===== config.mk =====
export PLATFORM = sky130hd
export DESIGN_NAME = store_pack
export DESIGN_NICKNAME = d
export VERILOG_FILES = /design/src/rtl/store_pack.sv
export SDC_FILE = /design/constraint.sdc
export NUM_CORES = 1
export LEC_CHECK = 0
export CORE_ASPECT_RATIO = 1.25
export CORE_MARGIN = 1.5
export CORE_UTILIZATION = 45
export DETAILED_ROUTE_END_ITERATION = 10
export HOLD_SLACK_MARGIN = 0.03
export PLACE_DENSITY = 0.75
export REMOVE_ABC_BUFFERS = 1
export SYNTH_ARGS = -nofsm -noshare
export SYNTH_HDL_FRONTEND = slang
export SYNTH_SLANG_ARGS = --single-unit

===== constraint.sdc =====
create_clock -name clk -period 4.29 [get_ports clk]
set_input_delay 0.429 -clock clk [delete_from_list [all_inputs] [get_ports clk]]
set_output_delay 0.429 -clock clk [all_outputs]
set_load 0.03 [all_outputs]

===== src/rtl/store_pack.sv =====
// Store packing queue: turns (addr, wdata, size) store requests into word-aligned
// byte-lane data with byte enables, flags misaligned/illegal stores, and buffers them FIFO.
module store_pack #(
   parameter int unsigned DEPTH = 2
) (
   input  logic        clk,
   input  logic        rstn,
   input  logic        in_valid,
   output logic        in_ready,
   input  logic [31:0] in_addr,
   input  logic [31:0] in_wdata,
   input  logic [1:0]  in_size,
   output logic        out_valid,
   input  logic        out_ready,
   output logic [31:0] out_addr,
   output logic [31:0] out_data,
   output logic [3:0]  out_be,
   output logic        out_err,
   output logic [7:0]  err_count
);

   localparam int unsigned AW = (DEPTH > 1) ? $clog2(DEPTH) : 1;
   localparam int unsigned CW = AW + 1;
   localparam logic [CW-1:0] FULL = CW'(DEPTH);

   typedef struct packed {
      logic [29:0] waddr;
      logic [31:0] data;
      logic [3:0]  be;
      logic        err;
   } entry_t;

   entry_t          mem [DEPTH];
   entry_t          new_e;
   entry_t          head;
   logic [AW-1:0]   wr_ptr;
   logic [AW-1:0]   rd_ptr;
   logic [CW-1:0]   count;
   logic            accept;
   logic            pop;
   logic            misaligned;

   assign in_ready  = (count < FULL);
   assign out_valid = (count != '0);
   assign accept    = in_valid & in_ready;
   assign pop       = out_valid & out_ready;

   // Illegal size keeps the raw register value on the lanes; only be/err mark it.
   always_comb begin
      new_e       = '0;
      misaligned  = 1'b0;
      new_e.waddr = in_addr[31:2];
      unique case (in_size)
         2'b00: begin
            new_e.data = {4{in_wdata[7:0]}};
            new_e.be   = 4'b0001 << in_addr[1:0];
         end
         2'b01: begin
            new_e.data = {2{in_wdata[15:0]}};
            new_e.be   = in_addr[1] ? 4'b1100 : 4'b0011;
            misaligned = in_addr[0];
         end
         2'b10: begin
            new_e.data = in_wdata;
            new_e.be   = 4'b1111;
            misaligned = (in_addr[1:0] != 2'b00);
         end
         default: begin
            new_e.data = in_wdata;
            misaligned = 1'b1;
         end
      endcase
      if (misaligned) begin
         new_e.be = '0;
      end
      new_e.err = misaligned;
   end

   always_ff @(posedge clk) begin
      if (accept) begin
         mem[wr_ptr] <= new_e;
      end
   end

   always_ff @(posedge clk or negedge rstn) begin
      if (!rstn) begin
         wr_ptr    <= '0;
         rd_ptr    <= '0;
         count     <= '0;
         err_count <= '0;
      end else begin
         if (accept) begin
            wr_ptr <= wr_ptr + 1'b1;
         end
         if (pop) begin
            rd_ptr <= rd_ptr + 1'b1;
         end
         if (accept && !pop) begin
            count <= count + 1'b1;
         end else if (pop && !accept) begin
            count <= count - 1'b1;
         end
         if (accept && new_e.err && (err_count != 8'hFF)) begin
            err_count <= err_count + 1'b1;
         end
      end
   end

   // Outputs are masked to zero whenever the queue is empty, including during reset.
   assign head     = mem[rd_ptr];
   assign out_addr = out_valid ? {head.waddr, 2'b00} : '0;
   assign out_data = out_valid ? head.data : '0;
   assign out_be   = out_valid ? head.be : '0;
   assign out_err  = out_valid ? head.err : 1'b0;

endmodule


==> impl_metrics.env <==
export IMPL_die_area_sq_um=14400
export IMPL_synthFlopType="edfxtp_1"
export IMPL_holdBufCountCts=0
export IMPL_drt_iter0_drc=173
export IMPL_crit_type="flip-flop to output pin"
export IMPL_tritoncts="done"
export IMPL_start_util_pct=46.2
export IMPL_worst_slew_pin_slew_ns=0.930
export IMPL_dieHeight_microns=134
export IMPL_grt_overflow_total=0
export IMPL_required_ns=3.86
export IMPL_synth_area_leaders="edfxtp_1, mux2i_1, dfrtp_1"
export IMPL_io_pins=149
export IMPL_clock_latency_ns=0.40
export IMPL_grt_pass1_wl_mm=19.3
export IMPL_post_synth_top_count_cell="edfxtp_1"
export IMPL_p_leak_nw=3.15
export IMPL_slew_viol_final=0
export IMPL_hold_viol=0
export IMPL_post_drt_wl_per_cell_microns=16.7
export IMPL_fin_crit_sh_pct=70.0
export IMPL_reg2reg_from="count[1]$_DFFE_PN0P_"
export IMPL_rsz0062_at_grt="false"
export IMPL_finalSetupViolations=0
export IMPL_finalWirelength_mm=12.3
export IMPL_multi_input_area_sq_um=1690
export IMPL_r2r_cells=8
export IMPL_stdcell_count=733
export IMPL_ys_seq_area_share_pct=70.4
export IMPL_syn_inst=403
export IMPL_grt_pass1_vias=3880
export IMPL_detail_route_antenna_nets=0
export IMPL_drive_gt1_share_pct=11.7
export IMPL_drc=0
export IMPL_gp_congestion=0.759
export IMPL_hp_class="input pin to asynchronous set/reset pin"
export IMPL_htree_levels=4
export IMPL_power_density_nw_per_um2=758
export IMPL_fp_coreArea_sq_um=13300
export IMPL_syn_avg_cell_area_sq_um=15.2
export IMPL_synthArstFlopShare_pct=8.22
export IMPL_final_nets=622
export IMPL_synth_edf_count=134
export IMPL_ys_types=36
export IMPL_clk_transition_reported_paths_ns=0.06
export IMPL_area_growth_pct=37.7
export IMPL_drv_cap=0
export IMPL_syn_cell_area_sq_um=6140
export IMPL_placed_area_sq_um=7790
export IMPL_diodes=0
export IMPL_portBuffers=146
export IMPL_max_slew_margin_pct=38.0
export IMPL_antenna_found_initial=0
export IMPL_yosysTopAreaCellShare_pct=65.5
export IMPL_register_area_sq_um=4330
export IMPL_startpoint_type="flip-flop"
export IMPL_vdd_drop_max_mv=0.359
export IMPL_num_vias=3650
export IMPL_clock_path_buffers=2
export IMPL_ctsRootBufferMaster="clkbuf_16"
export IMPL_worst_endpoint_arrival_ns=2.57
export IMPL_yosys_area_top_type="edfxtp_1"
export IMPL_r2r_slack_ns=2.06
export IMPL_setup_worst_path_end_class="output pin"
export IMPL_grt_usage_pct=17.7
export IMPL_fp_row_count=47
export IMPL_grt_max_degree=68
export IMPL_viasPerCell=4.98
export IMPL_netlist_top_cells_count="edfxtp_1, mux2i_1, nor2_1, mux2_2, dfrtp_1"
export IMPL_postCtsSetupBuffers=0
export IMPL_cts_resized=0
export IMPL_dp_cells=702
export IMPL_final_area_sq_um=8450
export IMPL_critPathMaxFanout=36
export IMPL_die_w_microns=107
export IMPL_place_hpwl_mm=8.12
export IMPL_cts_sinks=146
export IMPL_cts_made_buffers=17
export IMPL_min_period_ns=3.00
export IMPL_skew_ns=0.00437
export IMPL_fill_cells=1029
export IMPL_max_freq_mhz=333
export IMPL_reg2reg_to="count[1]$_DFFE_PN0P_"
export IMPL_yosys_warnings=0
export IMPL_status="finished, final reports clean"
export IMPL_first_pass_iters=5
export IMPL_setup_tns_ns=0
export IMPL_ys_ff_latch=146
-- kinds of logic after synthesis --
logic type	share of synthesized area, %
multiplexers	15.8
AND/OR/NAND/NOR	7.38
XOR/XNOR	1.57
buffers and inverters	2.34
AO/OA/AOI/OAI	2.00
adder cells (fa/ha/maj)	0.407
other	0.0611
flip-flops	70.4
-- how the worst max path moves through the flow --
stage / start / to / slack (ns) / cells past startpoint
6_report: rd_ptr$_DFFE_PN0P_ / out_data[25] / 1.29 / 4
4_1_cts: rd_ptr$_DFFE_PN0P_ / out_data[7] / 1.25 / 4
2_1_floorplan: in_valid / mem[0][0]$_DFFE_PP_ / 0.17 / 2
3_5_place_dp: rd_ptr$_DFFE_PN0P_ / out_data[7] / 1.70 / 4
5_1_grt: rd_ptr$_DFFE_PN0P_ / out_data[25] / 1.19 / 4
3_3_place_gp: rd_ptr$_DFFE_PN0P_ / out_data[7] / 1.70 / 4
-- area by class of cell --
| cell class | count | area share [%] |
|---|---|---|
| tap | 171 | 2.53 |
| inverter | 5 | 0.222 |
| sequential | 146 | 51.2 |
| timing repair buffer | 151 | 18.2 |
| clock inverter | 13 | 2.75 |
| clock buffer | 18 | 5.08 |
| multi-input combinational | 229 | 20.0 |
-- worst max-delay path, cell delays in order, from the launching register on --
cell and delay, ns:
dfrtp_4 0.84, buf_12 0.33, mux2i_1 0.30, nor2_1 0.06
clkdlybuf4s50_1 0.60
-- state kept, by name (all words and copies together), names as in the netlist --
register	cells
mem	134
rd_ptr	1
err_count	8
count	2
wr_ptr	1
-- per-stage QoR --
step | hold slack (ns) | total power [mW] | setup slack [ns] | util (%)
floorplan | 0.133 | 3.74 | 0.166 | -
global placement | 0.507 | 4.80 | 1.70 | 58.6
detailed placement | 0.512 | 4.82 | 1.70 | 58.6
CTS | 0.402 | 6.48 | 1.25 | 63.6
global route | 0.431 | 6.69 | 1.19 | 63.6
finish | 0.389 | 6.41 | 1.29 | 63.6
-- cell usage in the layout (no fill, tap or decap), types with 6 or more instances in the layout --
cell | Yosys | routed
clkdlybuf4s50_1 | 0 | 146
edfxtp_1 | 134 | 134
mux2i_1 | 75 | 75
nor2_1 | 74 | 73
clkbuf_16 | 0 | 17
mux2_2 | 16 | 16
nand2_1 | 11 | 11
o21ai_0 | 11 | 11
dfrtp_1 | 12 | 11
xor2_1 | 6 | 6
bufinv_16 | 0 | 6
-- metal layers --
layer  vias up  part of all wire (%)  track usage, %
li1       1762                     -               -
met1      1775                    40            20.4
met2        98                    54            32.0
met3        15                   4.4            4.60
met4         0                   1.6            5.48
met5         -                     0               0
-- where the power goes --
group          leakage (nW)  switching (mW)  internal, mW  total [mW]
logic                  1.46            1.56          1.12        2.68
clock network         0.320           0.551          1.09        1.64
registers              1.37           0.206          1.89        2.09
total                  3.15            2.32          4.09        6.41
No activity file was read; power rests on OpenSTA's default activity.
